--- src/rtl/kl_fetch_pkg.sv ---
// Shared fetch-side types: instruction pair bundle and
// the NOP encoding used by fetch, hazard and decode.
package kl_fetch_pkg;

  localparam int unsigned PAIR_BYTES = 8;
  localparam logic [31:0] NOP_INSTR_DEF = 32'h0000_0000;

  typedef struct packed {
    logic [31:0] pc;
    logic [31:0] p0;
    logic [31:0] p1;
  } instr_pair_t;

endpackage

--- src/rtl/fetch_pair_fifo.sv ---
// Instruction-pair FIFO with synchronous clear and
// simultaneous push/pop; head is presented combinationally.
module fetch_pair_fifo
  import kl_fetch_pkg::*;
#(
  parameter int DEPTH = 4
) (
  input  logic                         clk,
  input  logic                         i_rst,
  input  logic                         i_clr,
  input  logic                         i_push,
  input  instr_pair_t                  i_data,
  input  logic                         i_pop,
  output instr_pair_t                  o_head,
  output logic                         o_valid,
  output logic [$clog2(DEPTH+1)-1:0]   o_count
);

  localparam int AW = $clog2(DEPTH);
  localparam int CW = $clog2(DEPTH+1);

  instr_pair_t       r_mem [DEPTH];
  logic [AW-1:0]     r_rd;
  logic [AW-1:0]     r_wr;
  logic [CW-1:0]     r_count;
  logic              w_pop;

  assign o_valid = (r_count != '0);
  assign o_head  = r_mem[r_rd];
  assign o_count = r_count;
  assign w_pop   = i_pop && o_valid;

  always_ff @(posedge clk) begin
    if (i_rst) begin
      r_rd    <= '0;
      r_wr    <= '0;
      r_count <= '0;
      for (int i = 0; i < DEPTH; i++) begin
        r_mem[i] <= '0;
      end
    end else if (i_clr) begin
      r_rd    <= '0;
      r_wr    <= '0;
      r_count <= '0;
    end else begin
      // when full, a push lands in the slot being popped
      if (i_push) begin
        r_mem[r_wr] <= i_data;
        r_wr        <= r_wr + 1'b1;
      end
      if (w_pop) begin
        r_rd <= r_rd + 1'b1;
      end
      unique case ({i_push, w_pop})
        2'b10:   r_count <= r_count + 1'b1;
        2'b01:   r_count <= r_count - 1'b1;
        default: r_count <= r_count;
      endcase
    end
  end

endmodule

--- src/rtl/fetch_issue_buffer.sv ---
// Fetch front end: PC generation, pair requests to a 1-cycle
// imem, and a stall-absorbing FIFO flushed on redirect.
module fetch_issue_buffer
  import kl_fetch_pkg::*;
#(
  parameter int          DEPTH     = 4,
  parameter logic [31:0] RESET_PC  = 32'h0000_0000,
  parameter logic [31:0] NOP_INSTR = NOP_INSTR_DEF
) (
  input  logic                        clk,
  input  logic                        rst,
  input  logic                        stall_in,
  input  logic                        redirect_in,
  input  logic [31:0]                 redirect_pc_in,
  output logic                        imem_req_out,
  output logic [31:0]                 imem_addr_out,
  input  logic [63:0]                 imem_data_in,
  output logic                        dec_valid_out,
  output logic [31:0]                 dec_p0_instr_out,
  output logic [31:0]                 dec_p1_instr_out,
  output logic [31:0]                 dec_pc_out,
  output logic [$clog2(DEPTH+1)-1:0]  fifo_count_out
);

  localparam int CW = $clog2(DEPTH+1);

  logic [31:0]  r_pc;
  logic [31:0]  r_req_pc;
  logic         r_inflight;
  logic         r_epoch;
  logic         r_req_epoch;
  logic         r_squash;

  logic [CW-1:0] w_count;
  logic [CW:0]   w_occ;
  logic          w_req;
  logic          w_push;
  logic          w_pop;
  logic          w_valid;
  instr_pair_t   w_in;
  instr_pair_t   w_head;
  logic          w_unused_bits;

  assign w_unused_bits = ^redirect_pc_in[1:0];

  // outstanding response counts as occupied so the FIFO never overflows
  assign w_occ  = {1'b0, w_count} + {{CW{1'b0}}, r_inflight};
  assign w_req  = !rst && !redirect_in
               && (w_occ < (CW+1)'(DEPTH));
  assign w_push = r_inflight && (r_req_epoch == r_epoch)
               && !redirect_in && !rst;
  assign w_pop  = w_valid && !stall_in;

  assign w_in.pc = r_req_pc;
  assign w_in.p0 = r_squash ? NOP_INSTR : imem_data_in[31:0];
  assign w_in.p1 = imem_data_in[63:32];

  always_ff @(posedge clk) begin
    if (rst) begin
      r_pc        <= RESET_PC;
      r_req_pc    <= '0;
      r_inflight  <= 1'b0;
      r_epoch     <= 1'b0;
      r_req_epoch <= 1'b0;
      r_squash    <= 1'b0;
    end else if (redirect_in) begin
      r_pc       <= {redirect_pc_in[31:3], 3'b000};
      r_squash   <= redirect_pc_in[2];
      r_inflight <= 1'b0;
      r_epoch    <= ~r_epoch;
    end else begin
      r_inflight <= w_req;
      if (w_req) begin
        r_pc        <= r_pc + 32'(PAIR_BYTES);
        r_req_pc    <= r_pc;
        r_req_epoch <= r_epoch;
      end
      if (w_push) begin
        r_squash <= 1'b0;
      end
    end
  end

  fetch_pair_fifo #(
    .DEPTH (DEPTH)
  ) u_fifo (
    .clk     (clk),
    .i_rst   (rst),
    .i_clr   (redirect_in),
    .i_push  (w_push),
    .i_data  (w_in),
    .i_pop   (w_pop),
    .o_head  (w_head),
    .o_valid (w_valid),
    .o_count (w_count)
  );

  assign imem_req_out     = w_req;
  assign imem_addr_out    = r_pc;
  assign dec_valid_out    = w_valid;
  assign dec_p0_instr_out = w_head.p0;
  assign dec_p1_instr_out = w_head.p1;
  assign dec_pc_out       = w_head.pc;
  assign fifo_count_out   = w_count;

endmodule

--- config.mk ---
export PLATFORM = sky130hd
export DESIGN_NAME = fetch_issue_buffer
export DESIGN_NICKNAME = d
export VERILOG_FILES = /design/src/rtl/kl_fetch_pkg.sv /design/src/rtl/fetch_pair_fifo.sv /design/src/rtl/fetch_issue_buffer.sv
export SDC_FILE = /design/constraint.sdc
export NUM_CORES = 1
export LEC_CHECK = 0
export CAP_MARGIN = 20
export CORE_UTILIZATION = 61
export CTS_CLUSTER_DIAMETER = 150
export CTS_CLUSTER_SIZE = 8
export DETAILED_ROUTE_END_ITERATION = 8
export PLACE_DENSITY = 0.86
export SYNTH_ARGS = -nofsm -noshare
export SYNTH_HDL_FRONTEND = slang
export SYNTH_HIERARCHICAL = 1
export SYNTH_SLANG_ARGS = --single-unit
--- constraint.sdc ---
create_clock -name clk -period 7.86 [get_ports clk]
set_clock_uncertainty 0.2 [all_clocks]
set_input_delay 1.572 -clock clk [delete_from_list [all_inputs] [get_ports clk]]
set_output_delay 1.572 -clock clk [all_outputs]
set_load 0.02 [all_outputs]
==> impl_summary.md <==
Status
The flow ran to the end, and the final reports show no timing, DRC or antenna violations.

Drt
Dividing the detail-routed wire length by the instance count gives approximately 22 µm. The overall routed net length is about 46000 µm. The via density per instance is 5.92. In this run the remaining antenna-violating nets after routing total 0.

The number of search-and-repair iterations in the first detailed-routing pass is 5. The final routed DRC violation total is 0. The DRC marker count from the first detailed-route iteration is about 890.

Detailed routing inserted a total of 12300 vias.

CTS
The clock insertion delay at the later pin of the skew report is between 0.5 and 0.6 ns. The total setup buffers inserted after CTS is 0. The H-tree was split into 3 levels. Clock tree synthesis inserted a total of 66 buffers.

For this design, the CTS-stage hold fixing added 0 buffers. The maximum buffer depth of the clock tree is 3. The clock drives 455 sinks. After clock tree synthesis, the repair step resized 0 gates. Clock-pin slew was measured on the worst setup and hold paths at around 0.05 ns.

TritonCTS built the clock tree. The buffer cell driving the clock tree root is sky130_fd_sc_hd__clkbuf_16.

Worst setup path
At the worst endpoint, the required time is 6.09 ns. The dominant cell type by count on the critical path is sky130_fd_sc_hd__clkdlybuf4s50_1. In this run the register-to-register setup slack is approximately 4.4 ns.

The beginning of the critical path is redirect_in. In this design, the stage delay of the slowest critical-path cell is 0.73 ns. In this run the critical register-to-register path is launched from r_epoch. The capturing element type of the critical path is an output port. The kind of cell with the highest combined delay along the critical path is buffers and inverters. Following the worst setup path forward leads to its endpoint at imem_req_out. Data arrives at the worst endpoint at between 3 and 4 ns.

In this run the critical register-to-register path is captured at u_fifo/r_mem[0][22]. The slowest library cell on the worst path is sky130_fd_sc_hd__clkdlybuf4s50_1. STA classifies the critical path startpoint as a primary input. Walking the worst path, the cells encountered are clkdlybuf4s50_1, nor3_1, nand2b_1, inv_1, buf_4, clkdlybuf4s50_1. The number of cells on the critical path is 6. The count of cells along the worst register-to-register path is 6.

The top fanout value on the critical path is 31. The sum of buffers and inverters on the critical path is 4. The kind of critical path is in2out.

Global route
The first-pass GRT wire length is roughly 70000 µm. The combined global-route utilization of all metal layers is 0.278. Entering global routing, the biggest net connects between 90 and 100 pins. The number of antenna violations at the first check in global routing is 1. The number of global-route vias before repair is about 13000.

After global routing the overflow that remains totals 0.

Placed design
The placed instance count is between 1500 and 2000. The HPWL after detailed placement is around 25000 µm. At the end of routability-driven placement, the weighted congestion stood at roughly 0.86. The quantity of I/O buffers inserted on ports is between 200 and 250.

Cells and area
The number of filler cells placed in the layout is approximately 1900. Compared with the post-synthesis result, the final layout area differs by 22.4%. For this run, the number of standard cells in the final layout without fillers is approximately 2100. At the end of the flow, the number of nets in the layout was between 1500 and 2000. The layout cell share with drive strength beyond 1 is 0.125.

Synth
The synthesized flop and latch total is roughly 460. Counting flops with an async set or reset pin after synthesis yields a share of 0. The portion of synthesized cell area occupied by the leading cell type is 0.575. The number of distinct library cells after synthesis is approximately 60. In this run the mean area of a mapped cell was 14.5 µm². Ranked by total cell area, the synthesized netlist is headed by sky130_fd_sc_hd__edfxtp_1 (58%), sky130_fd_sc_hd__and2_1 (12%), sky130_fd_sc_hd__mux4_2 (11%), sky130_fd_sc_hd__dfxtp_1 (7.1%), sky130_fd_sc_hd__nand2_1 (1.6%).

The number of synthesized flops with an enable pin is 384. sky130_fd_sc_hd__edfxtp_1 takes more of the synthesized area than any other cell. The commonest cells after synthesis are sky130_fd_sc_hd__and2_1 (386), sky130_fd_sc_hd__edfxtp_1 (384), sky130_fd_sc_hd__mux4_2 (96). The number of instances in the synthesized netlist is between 1000 and 1500. Yosys printed 6 warnings. For this run, the leading register cell type out of synthesis is sky130_fd_sc_hd__edfxtp_1.

The library cell with the highest instance count after synthesis is sky130_fd_sc_hd__and2_1. The post-synth design cell area is 20000 µm². The share of the Yosys chip area taken by registers is 0.646.

Die
The vertical die dimension is around 180 µm. The horizontal die dimension is 183 µm. In this run the standard cell core region covers about 32000 µm². The I/O pin count is ~230.

The initial utilization of the core area, before any placement, comes to 0.618. The row count is 66. The die covers roughly 34000 µm².

Power and ir drop
The analysis attributes to cell leakage a power of just under 9 nW. The ratio of total power to cell area is 229 nW/µm². The worst-case IR drop observed on VDD is ~0.00014 V.

Timing
The tightest slew margin relative to the limit is 0.294. At the pin with the least slew margin, the transition time is 1.06 ns. Adding up every negative setup slack in the final design gives 0 ns. In the finished design, the share of the clock period the worst path needs comes to 0.714. The number of max-slew violations in the final report was 0. The maximum clock frequency is 178 MHz. The count of endpoints failing setup in the final report is 0. The number of hold violations in the final report is 0. Setup repair after global routing left no endpoint under its margin. The smallest clock period supported by the final layout is computed as 5.61 ns.

Run
The number of max-cap violations is 0.

Worst hold path
The worst hold path belongs to the class reg2reg. The startpoint identified for the worst hold timing path is r_req_pc[8].
==> logic make-up (layout without fill, tap and decap cells) <==
family	Yosys count	count (layout)	synth area share
simple gates	611	611	0.180
flops	455	455	0.646
buf+inv	108	353	0.0260
mux	97	97	0.108
compound gates	88	88	0.0295
xor+xnor	16	16	0.00699
fa+ha+maj	3	3	0.00225
other cells	1	16	0.000187
==> registers in the layout, summed over array words and instances, names as in the netlist, named ones only <==
name / flops
r_req_pc: 29
u_fifo/r_rd: 2
u_fifo/r_mem: 384
imem_addr_out: 29
r_req_epoch: 1
r_epoch: 1
r_squash: 1
u_fifo/o_count: 3
r_inflight: 1
u_fifo/r_wr: 2
==> stage by stage <==
step | area [µm²] | setup slack, ns | hold WS [ns] | total power, mW | util
2_1_floorplan | 20100 | 2.33 | 0.248 | 2.94 | -
3_3_place_gp | 22700 | 2.11 | 0.256 | 3.10 | 0.698
3_5_place_dp | 22700 | 2.28 | 0.271 | 3.11 | 0.698
4_1_cts | 24500 | 2.28 | 0.277 | 5.66 | 0.756
5_1_grt | 24500 | 2.11 | 0.292 | 5.78 | 0.756
6_report | 24500 | 2.25 | 0.280 | 5.63 | 0.756
==> layout by cell type, fill, tap and decap left out, types with 3 or more instances in the layout <==
master                            synthesis  routed
sky130_fd_sc_hd__and3_1                   6       6
sky130_fd_sc_hd__nand3_1                 12      12
sky130_fd_sc_hd__and2_1                 386     386
sky130_fd_sc_hd__nand4_1                 10      10
sky130_fd_sc_hd__a311oi_1                13      13
sky130_fd_sc_hd__or4_1                   10      10
sky130_fd_sc_hd__buf_12                   0       5
sky130_fd_sc_hd__clkbuf_1                53      23
sky130_fd_sc_hd__and4_1                   7       7
sky130_fd_sc_hd__nor4_1                   3       3
sky130_fd_sc_hd__buf_4                    5      11
sky130_fd_sc_hd__a211oi_1                 7       7
sky130_fd_sc_hd__o31ai_1                  7       7
sky130_fd_sc_hd__o21ai_0                  6       6
sky130_fd_sc_hd__nor2_1                  33      33
sky130_fd_sc_hd__inv_1                   11      11
sky130_fd_sc_hd__conb_1                   1      15
sky130_fd_sc_hd__mux4_2                  96      96
sky130_fd_sc_hd__a31oi_1                  3       3
sky130_fd_sc_hd__xor2_1                  10      10
sky130_fd_sc_hd__nand2_1                 84      84
sky130_fd_sc_hd__or2_4                    1       4
sky130_fd_sc_hd__xnor2_1                  6       6
sky130_fd_sc_hd__clkbuf_16                0      69
sky130_fd_sc_hd__or3_1                    6       6
sky130_fd_sc_hd__clkinv_8                 0       4
sky130_fd_sc_hd__nor2b_1                 35      35
sky130_fd_sc_hd__a21oi_1                 37      37
sky130_fd_sc_hd__edfxtp_1               384     384
sky130_fd_sc_hd__clkdlybuf4s50_1          0     226
sky130_fd_sc_hd__dfxtp_1                 71      69
sky130_fd_sc_hd__o311ai_0                 4       4
==> layout make-up <==
cell class / count / area [µm²] / share of cell area
Sequential cell: 455 / 13000 / 0.528
Multi-Input combinational cell: 830 / 6640 / 0.271
Timing Repair Buffer: 244 / 2450 / 0.100
Clock buffer: 92 / 1810 / 0.0739
Tap cell: 442 / 553 / 0.0225
Clock inverter: 4 / 65.1 / 0.00265
Inverter: 13 / 48.8 / 0.00199
Antenna cell: 1 / 2.50 / 0.000102
==> where the power goes <==
group	leakage, nW	switching, mW	internal [mW]
Clock	0.905	0.966	1.59
Sequential	4.54	0.0494	2.70
Combinational	3.24	0.176	0.146
==> worst min-delay path by stage <==
stage | to | slack [ns] | depth (start not counted)
5_1_grt | r_req_epoch | 0.29 | 2
6_report | r_req_pc[8] | 0.28 | 2
2_1_floorplan | r_req_epoch | 0.25 | 2
4_1_cts | r_req_epoch | 0.28 | 2
3_5_place_dp | r_req_epoch | 0.27 | 2
3_3_place_gp | r_req_epoch | 0.26 | 2
==> per-layer routing <==
metal  wire [µm]  global-route usage  share of wire  vias up
li1            -                   -              -     5491
met1       17900               0.356           0.39     6135
met2       23000               0.475           0.50      593
met3        3550              0.0512          0.078       91
met4        1300               0.101          0.028        0
met5           0                   0              0        -
==> worst reg2reg max path, stage by stage (launching register included) <==
cell and delay [ns]:
sky130_fd_sc_hd__dfxtp_1 0.33, sky130_fd_sc_hd__xor2_1 0.15, sky130_fd_sc_hd__nor4b_1 0.70, sky130_fd_sc_hd__inv_2 0.21
sky130_fd_sc_hd__nor4_4 0.32, sky130_fd_sc_hd__or2_4 0.73, sky130_fd_sc_hd__buf_12 0.38
Power figures use the tool's default switching activity.
